<file path="config.mk">
export PLATFORM = sky130hd
export DESIGN_NAME = seq_approx_divider_flat
export DESIGN_NICKNAME = d
export VERILOG_FILES = /design/src/rtl/seq_approx_divider_if.sv /design/src/rtl/seq_approx_divider.sv /design/src/flat_wrapper.sv
export SDC_FILE = /design/constraint.sdc
export NUM_CORES = 1
export LEC_CHECK = 0
export CAP_MARGIN = 10
export CORE_UTILIZATION = 40
export CTS_BUF_LIST = sky130_fd_sc_hd__clkbuf_8
export CTS_CLUSTER_DIAMETER = 40
export CTS_CLUSTER_SIZE = 24
export DETAILED_ROUTE_END_ITERATION = 10
export HOLD_SLACK_MARGIN = 0.06
export SETUP_SLACK_MARGIN = 0.05
export SYNTH_ARGS = -nofsm -noshare
export SYNTH_HDL_FRONTEND = slang
export SYNTH_SLANG_ARGS = --single-unit
</file>
<file path="constraint.sdc">
create_clock -name clk -period 11.25 [get_ports clk]
set_input_delay 2.25 -clock clk [delete_from_list [all_inputs] [get_ports clk]]
set_output_delay 2.25 -clock clk [all_outputs]
set_load 0.02 [all_outputs]
</file>
<file path="src/rtl/seq_approx_divider_if.sv">
// Operand/result handshake bundle for seq_approx_divider.
// slave: divider side (takes in_*/n/d, drives out_*/q/r/ovf/dz); master: user side.
interface seq_approx_divider_if #(
  parameter int W = 8
);
  logic           in_valid;
  logic           in_ready;
  logic [2*W-1:0] n;
  logic [W-1:0]   d;
  logic           out_valid;
  logic           out_ready;
  logic [W-1:0]   q;
  logic [W-1:0]   r;
  logic           ovf;
  logic           dz;

  modport master (
    output in_valid, n, d, out_ready,
    input  in_ready, out_valid, q, r, ovf, dz
  );

  modport slave (
    input  in_valid, n, d, out_ready,
    output in_ready, out_valid, q, r, ovf, dz
  );
endinterface

</file>
<file path="src/rtl/seq_approx_divider.sv">
// Iterative restoring divider (2W / W), ROWS_PER_CYCLE rows per clock.
// Ports: clk, rst_n (async low), bus (slave modport: in_valid/in_ready/n/d,
// out_valid/out_ready/q/r/ovf/dz). Low quotient rows may use approximate
// subtractor cells; define SEQ_APPROX_DIV_FORCE_EXACT_EN for an all-exact build.
module seq_approx_divider #(
  parameter int W              = 8,
  parameter int ROWS_PER_CYCLE = 1,
  parameter int APPROX_ROWS    = 0,
  parameter int APPROX_COLS    = W
) (
  input logic                 clk,
  input logic                 rst_n,
  seq_approx_divider_if.slave bus
);

  localparam logic [1:0] S_IDLE = 2'd0;
  localparam logic [1:0] S_CALC = 2'd1;
  localparam logic [1:0] S_DONE = 2'd2;

  localparam int KW = $clog2(W);
  localparam logic [KW-1:0] K_TOP  = KW'(W - 1);
  localparam logic [KW-1:0] K_LAST = KW'(ROWS_PER_CYCLE - 1);

`ifdef SEQ_APPROX_DIV_FORCE_EXACT_EN
  localparam bit EXACT = 1'b1;
`else
  localparam bit EXACT = 1'b0;
`endif

  logic [1:0]    r_state;
  logic          r_live;
  logic [W:0]    r_win;
  logic [W-1:0]  r_lo;
  logic [W-1:0]  r_qw;
  logic [W-1:0]  r_d;
  logic [W-1:0]  r_nlo;
  logic [KW-1:0] r_k;
  logic [W-1:0]  r_q;
  logic [W-1:0]  r_r;
  logic          r_ovf;
  logic          r_dz;

  logic          w_in_ready;
  logic          w_accept;
  logic          w_last;
  logic [W:0]    w_row;
  logic [W:0]    w_win_nx;
  logic [W-1:0]  w_lo_nx;
  logic [W-1:0]  w_qw_nx;
  logic [W-1:0]  w_rem;

  // One subtractor row: returns {quotient bit, new partial remainder}.
  function automatic logic [W:0] row_eval(
    input logic [W:0]   win,
    input logic [W-1:0] dv,
    input logic         apx
  );
    logic         b;
    logic         x;
    logic         y;
    logic         ap;
    logic         qb;
    logic [W-1:0] diff;
    b    = 1'b0;
    diff = '0;
    for (int j = 0; j < W; j++) begin
      x  = win[j];
      y  = dv[j];
      ap = !EXACT && apx && (j < APPROX_COLS);
      if (ap) begin
        diff[j] = y;
        b       = x & ~y;
      end else begin
        diff[j] = x ^ y ^ b;
        b       = (~x & y) | (~(x ^ y) & b);
      end
    end
    qb = win[W] | ~b;
    return {qb, qb ? diff : win[W-1:0]};
  endfunction

  assign w_in_ready = r_live &
                      ((r_state == S_IDLE) |
                       ((r_state == S_DONE) & bus.out_ready));
  assign w_accept   = bus.in_valid & w_in_ready;
  assign w_last     = (r_k == K_LAST);

  // Chain this cycle's rows; the next window is {R, next dividend bit}.
  always_comb begin
    w_win_nx = r_win;
    w_lo_nx  = r_lo;
    w_qw_nx  = r_qw;
    w_rem    = '0;
    w_row    = '0;
    for (int i = 0; i < ROWS_PER_CYCLE; i++) begin
      w_row    = row_eval(w_win_nx, r_d,
                          (int'(r_k) - i) < APPROX_ROWS);
      w_qw_nx  = {w_qw_nx[W-2:0], w_row[W]};
      w_rem    = w_row[W-1:0];
      w_win_nx = {w_rem, w_lo_nx[W-1]};
      w_lo_nx  = {w_lo_nx[W-2:0], 1'b0};
    end
  end

  always_ff @(posedge clk or negedge rst_n) begin
    if (!rst_n) begin
      r_state <= S_IDLE;
      r_live  <= 1'b0;
      r_win   <= '0;
      r_lo    <= '0;
      r_qw    <= '0;
      r_d     <= '0;
      r_nlo   <= '0;
      r_k     <= '0;
      r_q     <= '0;
      r_r     <= '0;
      r_ovf   <= 1'b0;
      r_dz    <= 1'b0;
    end else begin
      r_live <= 1'b1;
      unique case (r_state)
        S_CALC: begin
          r_win <= w_win_nx;
          r_lo  <= w_lo_nx;
          r_qw  <= w_qw_nx;
          r_k   <= r_k - KW'(ROWS_PER_CYCLE);
          if (w_last) begin
            r_state <= S_DONE;
            r_q     <= r_dz ? '1 : w_qw_nx;
            r_r     <= r_dz ? r_nlo : w_rem;
          end
        end
        S_DONE: begin
          if (bus.out_ready) r_state <= S_IDLE;
        end
        default: ;
      endcase
      if (w_accept) begin
        r_state <= S_CALC;
        r_win   <= bus.n[2*W-1:W-1];
        r_lo    <= {bus.n[W-2:0], 1'b0};
        r_qw    <= '0;
        r_d     <= bus.d;
        r_nlo   <= bus.n[W-1:0];
        r_k     <= K_TOP;
        r_ovf   <= (bus.n[2*W-1:W] >= bus.d);
        r_dz    <= (bus.d == '0);
      end
    end
  end

  assign bus.in_ready  = w_in_ready;
  assign bus.out_valid = (r_state == S_DONE);
  assign bus.q         = r_q;
  assign bus.r         = r_r;
  assign bus.ovf       = r_ovf;
  assign bus.dz        = r_dz;

endmodule

</file>
<file path="src/flat_wrapper.sv">
// flat-port wrapper written by rule: the top's interface ports become plain ports
module seq_approx_divider_flat 
#(
  parameter int W              = 8,
  parameter int ROWS_PER_CYCLE = 1,
  parameter int APPROX_ROWS    = 0,
  parameter int APPROX_COLS    = W
)
  (clk, rst_n, bus_in_valid, bus_n, bus_d, bus_out_ready, bus_in_ready, bus_out_valid, bus_q, bus_r, bus_ovf, bus_dz);
  seq_approx_divider_if #(.W(W)) bus_i ();
  input logic clk;
  input logic rst_n;
  input wire logic [$bits(bus_i.in_valid)-1:0] bus_in_valid;
  input wire logic [$bits(bus_i.n)-1:0] bus_n;
  input wire logic [$bits(bus_i.d)-1:0] bus_d;
  input wire logic [$bits(bus_i.out_ready)-1:0] bus_out_ready;
  output wire logic [$bits(bus_i.in_ready)-1:0] bus_in_ready;
  output wire logic [$bits(bus_i.out_valid)-1:0] bus_out_valid;
  output wire logic [$bits(bus_i.q)-1:0] bus_q;
  output wire logic [$bits(bus_i.r)-1:0] bus_r;
  output wire logic [$bits(bus_i.ovf)-1:0] bus_ovf;
  output wire logic [$bits(bus_i.dz)-1:0] bus_dz;
  assign bus_i.in_valid = bus_in_valid;
  assign bus_i.n = bus_n;
  assign bus_i.d = bus_d;
  assign bus_i.out_ready = bus_out_ready;
  assign bus_in_ready = bus_i.in_ready;
  assign bus_out_valid = bus_i.out_valid;
  assign bus_q = bus_i.q;
  assign bus_r = bus_i.r;
  assign bus_ovf = bus_i.ovf;
  assign bus_dz = bus_i.dz;
  seq_approx_divider #(.W(W), .ROWS_PER_CYCLE(ROWS_PER_CYCLE), .APPROX_ROWS(APPROX_ROWS), .APPROX_COLS(APPROX_COLS)) u_core (.clk(clk), .rst_n(rst_n), .bus(bus_i));
endmodule
</file>
Word-level counts from Yosys, hierarchy flattened
Cells that the tools add are included.

operators by class
  $lt $le $gt $ge = 2
  bitwise operators = 74
  reduce and logical (&&, ||, !) cells = 7
  multiplexer cells = 31
  $add $sub $neg = 1
  eq/ne operators = 4

operators by type and width
  kind                                                                          number
  8-bit two-way mux                                                             5
  1-bit bitwise AND                                                             26
  1-bit inverter                                                                24
  9-bit two-way mux                                                             2
  1-bit two-way mux                                                             16
  1-bit bitwise XOR                                                             15
  7-bit two-way mux                                                             2
  1-bit bitwise OR                                                              9
  8-bit greater-or-equal comparator                                             1
  8-bit zero test                                                               1
  2-bit two-way mux                                                             3
  3-bit two-way mux                                                             2
  2-bit one-hot mux with 2 select lines                                         1
  3-bit zero test                                                               1
  3-bit by 1-bit less-than comparator with 1-bit output, second input constant  1
  3-bit by 1-bit inequality test with 1-bit output, second input constant       1
  3-bit by 2-bit inequality test with 1-bit output, second input constant       1
  3-bit AND reduction                                                           1
  3-bit nonzero test                                                            1
  3-bit by 1-bit subtractor with 3-bit output, second input constant            1
  2-bit by 1-bit == test with 1-bit output, second input constant               1
  2-bit == test, second input constant                                          1
  2-bit zero test                                                               1
  2-bit AND reduction                                                           1
  2-bit nonzero test                                                            1

word-level totals
  input port bits = 28
  flip-flop bits (word level) = 64
  output and inout bits = 20
  logic and storage cells = 131

Logic depth before layout (Yosys ltp)
Gate-level depths: netlist of run 1.

  word-level depth = 29
  mapped depth = 16
  gate-level depth less buffers = 14

Worst setup path before layout of run 1
Ideal clock, no wire load.

  path type = input-to-output
  from = in bus_out_ready
  to = out bus_in_ready
  data required time = 9.000 ns
  stages on the path = 2
  buffers on the path = 0
  path slack = 6.333 ns
  arrival = 2.667 ns
  cells stage by stage = a21oi_1 > nor2b_1

between the ends
  word-level cells in the longest chain between the ends = 3

RTL lines
  what                line                      text
  start: declaration  flat_wrapper.sv:16        input wire logic [$bits(bus_i.out_ready)-1:0] bus_out_ready;
  1-bit bitwise AND   seq_approx_divider.sv:84  ((r_state == S_DONE) & bus.out_ready));
  1-bit bitwise OR    seq_approx_divider.sv:83  ((r_state == S_IDLE) |
  1-bit bitwise AND   seq_approx_divider.sv:82  assign w_in_ready = r_live &
  end: declaration    flat_wrapper.sv:17        output wire logic [$bits(bus_i.in_ready)-1:0] bus_in_ready;

Every way passes these cells.

Worst setup path in the final report of run 1
Same ends and word-level chain as after synthesis.

==> impl_results.md, run 1 <==
- Outcome: complete, no violations
- PortBufs: 47
- Die Y-Extent: 90.9 µm
- Worst clock skew: 0.00761 ns
- Vias in the first global route: 2,234
- Wire length per cell: 13.2 µm
- Pin slew with the least headroom to its limit: 0.820 ns
- Antenna Violating Nets Remaining: 0
- Fin crit period: 5.83 ns
- Switching Fraction: 39.5%
- R2R depth: 14
- Clock Sink Count: 63
- Netlist cell types: 31
- Post-Syn Nets: 375
- # nets final: 418
- Io pins: 48
- Largest family of logic cells by synthesized area: simple AND/OR/NAND/NOR gates
- XOR/XNOR Fraction of Synth Area: 0.554%
- Net Sw Power: 380 µW
- Commonest non-fill, non-tap cells in the layout: nand2_1 (69), dfrtp_1 (63), clkdlybuf4s50_1 (46), o21ai_0 (41), mux2i_1 (30)
- Num rows: 32
- Dpl ws: 5.41 ns
- Slew Limit Fails: 0
- Yosys reg bits: 63
- Most common cell after layout, fill and taps aside: nand2_1
- Crit path DAT: 3.58 ns
- Synthesis Warnings: 0
- Mux contribution to synthesized area: 9.85%
- P_int: 584 µW
- Clock Path Buffers: 2
- DRC Markers: 0
- First-pass GRT wire length: 10,700 µm
- Fin. Hold Viols: 0
- Area Overhead vs Synth: 21.7%
- Vias: 2,279
- Starting Density: 41.2%
- Gpl congestion: 0.719
- CP max stage cell: clkdlybuf4s50_1
- Relative slew slack: 45.2%
- Mean post-synth cell area: 9.71 µm²
- Highest Clock Rate: 171 MHz
- CTS Root Cell: clkbuf_8
- Critical path cell sequence: clkdlybuf4s50_1 -> a21oi_1 -> nor2b_1 -> clkdlybuf4s50_1
- Simple-gate share of the synthesized area: 13.6%
- Share of layout cells above drive strength 1: 5.39%
- Setup TNS: 0 ns
- Delay-heaviest family, CP: buffers and inverters
- PwrDens: 250 nW/µm²
- CTS tree: done
- Final core occ: 50.1%
- Required time of the critical path: 9.00 ns
- Sequential share of the synthesized area: 49.8%
- Vias/cell: 4.82
- Type of origin of the critical path: input port
- DIE AREA: 8270 µm²
- CP Max Fanout: 3
- CTS resizes: 0
- Crit end category: primary output
- Syn Inst Count: 326
- Hold-fix buffers, CTS: 0
- P_leak: 1.75 nW
- CORE AREA: 7690 µm²
- RSZ-0062 raised after global routing: no
- Clock Latency Late Sink: 0.33 ns
- Most used cell, CP: clkdlybuf4s50_1
- DRT iter0 DRCs: 103
- Routed WL: 6230 µm
- Total grt overflow: 0
- Period utilization: 51.9%
- Initial antenna violation count: 0
- Hold Path Cell Cnt: 2
- Maxcap violations: 0
- HPWL after detailed placement: 4400 µm
- Kind of critical path: in2out
- Compound-gate portion of the synthesized area: 10.1%
- Reg power frac: 38.3%
- Clock share of power: 17.9%
- Final setup vio count: 0
- Drt pass-1 iters: 4
- Final setup margin: 5.42 ns
- Largest net degree at the start of global routing: 64
- Max VDD drop: 99.2 µV
- Antenna cells: 0
- Total global-route track usage: 16.7%
- Comb power frac: 43.8%
- Synth Area in Adders: 9.96%
- Die width: 90.9 µm
- Post-CTS Setup Repair Bufs: 0
- Buf+Inv Stages, Crit Path: 2
- Cell Area, Synth: 3160 µm²
- Clk slew on worst S/H paths: 0.06 ns
- Worst hold path type: reg2reg
- CTS buffer count: 9
- Largest stage delay, worst path: 0.60 ns
- Cell count along the critical path: 4
- H-tree depth: 3
[stage by stage]
stage	hold WS [ns]	cells	power (mW)	cell area, µm²
floorplan	0.446	326	0.674	3160
detailed placement	0.467	460	0.800	3680
CTS	0.483	473	0.974	3850
finish	0.477	473	0.964	3850
global placement	0.461	460	0.786	3680
global route	0.505	473	1.05	3850
[metal layers]
layer	GRT usage [%]	up-vias	share of wire [%]
met5	0	-	0
met4	7.54	0	1.5
met3	2.85	9	4.6
met2	25.7	56	45
met1	23.2	1062	49
li1	-	1152	-
[worst reg2reg max path, delay by kind of cell (launching register included)]
| family | cells | cell delay, ns |
|---|---|---|
| DFF | 1 | 0.39 |
| muxes | 2 | 0.54 |
| AOI/OAI and AO/OA | 1 | 0.07 |
| and+or+nand+nor | 1 | 0.40 |
| buffers and inverters | 2 | 0.14 |
| adders and majority gates | 8 | 2.88 |
[area by class of cell]
cell class / count / area, µm²
Fill cell: 742 / 3840
Sequential cell: 63 / 1580
Multi-Input combinational cell: 221 / 1400
Timing Repair Buffer: 50 / 488
Clock buffer: 12 / 165
Tap cell: 102 / 128
Inverter: 24 / 90.1
Clock inverter: 1 / 5.00
[power by group through the flow]
stage               logic [mW]  clock network, mW  registers, mW
floorplan                0.311                  0          0.362
global placement         0.416                  0          0.370
detailed placement       0.427                  0          0.373
CTS                      0.427              0.178          0.369
global route             0.484              0.188          0.379
finish                   0.422              0.173          0.369
[final timing paths]
check	start	end	slack, ns
max in group asynchronous	rst_n	u_core.r_win[5]	8.66
hold / removal	u_core.bus.r[6]	u_core.bus.r[6]	0.48
setup / recovery	bus_out_ready	bus_in_ready	5.42
hold reg to reg	u_core.bus.r[6]	u_core.bus.r[6]	0.48
setup reg to reg	u_core.r_win[0]	u_core.bus.r[7]	6.71
min in group asynchronous	rst_n	u_core.bus.q[5]	2.08
[cell families after synthesis]
group / Yosys count
multiplexers: 31
AO/OA/AOI/OAI: 60
AND/OR/NAND/NOR: 106
adder cells (fa/ha/maj): 21
buffers and inverters: 42
flip-flops: 63
other: 1
XOR/XNOR: 2
[registers in the layout, indices dropped and copies added, names as in the netlist, 2 cells and up]
register	count
u_core.bus.q	8
u_core.r_d	8
u_core.r_lo	7
u_core.r_win	9
u_core.r_k	3
u_core.r_state	2
u_core.r_nlo	8
u_core.r_qw	7
u_core.bus.r	8
[synthesized netlist by cell type]
cell type | n | share of area, %
xnor2_1 | 1 | 0.28
clkbuf_1 | 7 | 0.83
a211o_1 | 1 | 0.28
o22ai_1 | 1 | 0.20
buf_2 | 8 | 1.3
ha_1 | 14 | 5.5
o21ai_1 | 1 | 0.16
nand3_1 | 1 | 0.16
nand2_1 | 69 | 8.2
or2_1 | 1 | 0.20
nor4_1 | 2 | 0.40
nor2_2 | 1 | 0.20
inv_1 | 24 | 2.8
nor3_1 | 8 | 1.3
nor2b_1 | 2 | 0.40
nor2_1 | 20 | 2.4
o21ai_0 | 41 | 6.5
mux2_2 | 1 | 0.36
mux2i_1 | 30 | 9.5
xor2_1 | 1 | 0.28
fa_1 | 7 | 4.4
a211oi_1 | 2 | 0.47
a21oi_1 | 10 | 1.6
o211ai_1 | 1 | 0.24
or2_2 | 1 | 0.20
nand4_1 | 1 | 0.20
o21a_1 | 1 | 0.24
dfrtp_1 | 63 | 50
a21o_1 | 2 | 0.47
buf_6 | 3 | 1.1
conb_1 | 1 | 0.12
Power figures use the tool's default switching activity.
==> run 2: changes to the inputs <==
==> constraint.sdc (replaced) <==
create_clock -name clk -period 5.82 [get_ports clk]
set_input_delay 1.164 -clock clk [delete_from_list [all_inputs] [get_ports clk]]
set_output_delay 1.164 -clock clk [all_outputs]
set_load 0.02 [all_outputs]
==> impl_results.md, run 2 (synthesis results as in run 1) <==
- CTS resizes: 0
- Placed cells: 460
- First-pass GRT wire length: 11,200 µm
- Fillers: 744
- Clock Latency Late Sink: 0.32 ns
- DRT iter0 DRCs: 72
- Num rows: 32
- Switching Fraction: 39.8%
- Delay-heaviest family, CP: adder cells
- PortBufs: 47
- Final setup margin: 1.34 ns
- # nets final: 418
- Total grt overflow: 0
- Most common cell after layout, fill and taps aside: nand2_1
- Antenna Violating Nets Remaining: 0
- Slew Limit Fails: 0
- Area Overhead vs Synth: 20.9%
- Dpl ws: 1.37 ns
- Setup TNS: 0 ns
- DRC Markers: 0
- Clk slew on worst S/H paths: 0.06 ns
- Gpl congestion: 0.740
- Placed Area: 3680 µm²
- Pin slew with the least headroom to its limit: 0.851 ns
- RR Endpoint: u_core.bus.r[7]
- Wire length per cell: 13.6 µm
- Starting Density: 41.2%
- RSZ-0062 raised after global routing: no
- Largest net degree at the start of global routing: 64
- Maxcap violations: 0
- Commonest non-fill, non-tap cells in the layout: nand2_1 (69), dfrtp_1 (63), clkdlybuf4s50_1 (46), o21ai_0 (41), mux2i_1 (30)
- Routed WL: 6430 µm
- DIE AREA: 8270 µm²
- Final setup vio count: 0
- CTS tree: done
- Cell count along the critical path: 13
- R2R depth: 13
- Kind of critical path: reg2reg
- Sequential Area: 1580 µm²
- Worst clock skew: 0.00644 ns
- Die width: 90.9 µm
- Crit path DAT: 4.68 ns
- Reg2Reg Launch Point: u_core.r_d[0]
- Worst Setup EP: u_core.bus.r[7]
- Outcome: complete, no violations
- Clock Sink Count: 63
- CP max stage cell: fa_1
- Relative slew slack: 43.1%
- Worst R2R Setup Slack: 1.34 ns
- P_int: 1.09 mW
- CORE AREA: 7690 µm²
- Tot Pwr: 1.81 mW
- Top reg by flops: u_core.r_win
- Drt pass-1 iters: 4
- Fin. Hold Viols: 0
- Crit end category: flip-flop
- PwrDens: 474 nW/µm²
- H-tree depth: 3
- CTS buffer count: 9
- Multi-input logic area: 1400 µm²
- Comb power frac: 44.2%
- Setup crit start: u_core.r_d[0]
- Type of origin of the critical path: flip-flop
- CP Max Fanout: 10
- Fin Hold WS: 0.476 ns
- Highest Clock Rate: 223 MHz
- Most used cell, CP: fa_1
- Vias in the first global route: 2,272
- Share of layout cells above drive strength 1: 4.84%
- Buf+Inv Stages, Crit Path: 1
- Period utilization: 76.9%
- Clock share of power: 16.2%
- Clock Path Buffers: 2
- Net Sw Power: 722 µW
- P_leak: 1.75 nW
- CTS Root Cell: clkbuf_8
- Finished Cell Area: 3820 µm²
- Hold-fix buffers, CTS: 0
- Largest stage delay, worst path: 0.40 ns
- Reg power frac: 39.6%
- Die Y-Extent: 90.9 µm
- Required time of the critical path: 6.02 ns
- Vias: 2,283
- HPWL after detailed placement: 4620 µm
- Antenna cells: 0
- Critical path cell sequence: ha_1 -> fa_1 -> fa_1 -> fa_1 -> fa_1 -> fa_1 -> fa_1 -> inv_1 -> fa_1 -> or2_1 -> mux2i_1 -> o21ai_1 -> mux2_2
- Fin crit period: 4.48 ns
- Vias/cell: 4.82
- Max VDD drop: 153 µV
- Max reg flops: 9
- Post-CTS Setup Repair Bufs: 0
- Final core occ: 49.8%
- Initial antenna violation count: 0
- Finished Layout Cells: 474
- Io pins: 48
- Total global-route track usage: 17.5%
- Worst hold path type: reg2reg
[run 2: changes by cell type in the layout (fill, tap and decap cells not counted), sizes merged]
cell / delta
clkinv: +1
inv: +3
clkbuf: -3
[run 2: worst min path at each step]
stage,slack [ns],to,from,cells past startpoint
after global routing,0.50,u_core.bus.r[0],u_core.bus.r[0],2
final,0.48,u_core.r_nlo[7],u_core.r_nlo[7],2
after global placement,0.46,u_core.r_nlo[0],u_core.r_nlo[0],2
after CTS,0.48,u_core.r_nlo[7],u_core.r_nlo[7],2
after detailed placement,0.47,u_core.r_nlo[7],u_core.r_nlo[7],2
after floorplan,0.45,u_core.r_nlo[0],u_core.r_nlo[0],2
[run 2: layout make-up]
| type | instances | share of cell area (%) |
|---|---|---|
| Sequential cell | 63 | 41.2 |
| Multi-Input combinational cell | 221 | 36.5 |
| Timing Repair Buffer | 50 | 12.8 |
| Tap cell | 102 | 3.34 |
| Clock buffer | 9 | 3.24 |
| Inverter | 24 | 2.36 |
| Clock inverter | 5 | 0.556 |
[run 2: layer usage]
metal	GRT usage [%]	share of wire [%]	up-vias
met5	0	0	-
li1	-	-	1153
met2	25.4	45	57
met3	3.43	3.8	5
met1	25.2	51	1068
met4	7.54	0.79	0
[run 2: power by group through the flow]
stage               Combinational (mW)  Clock [mW]  Sequential, mW
finish                           0.801       0.294           0.719
global placement                 0.791           0           0.722
floorplan                        0.602           0           0.700
global route                     0.931       0.326           0.743
detailed placement               0.812           0           0.727
CTS                              0.812       0.305           0.720
[run 2: tightest hold or removal path, stage by stage (launching register included)]
cell and delay [ns]:
dfrtp_1 0.34, nand2_1 0.05, nand2_1 0.05
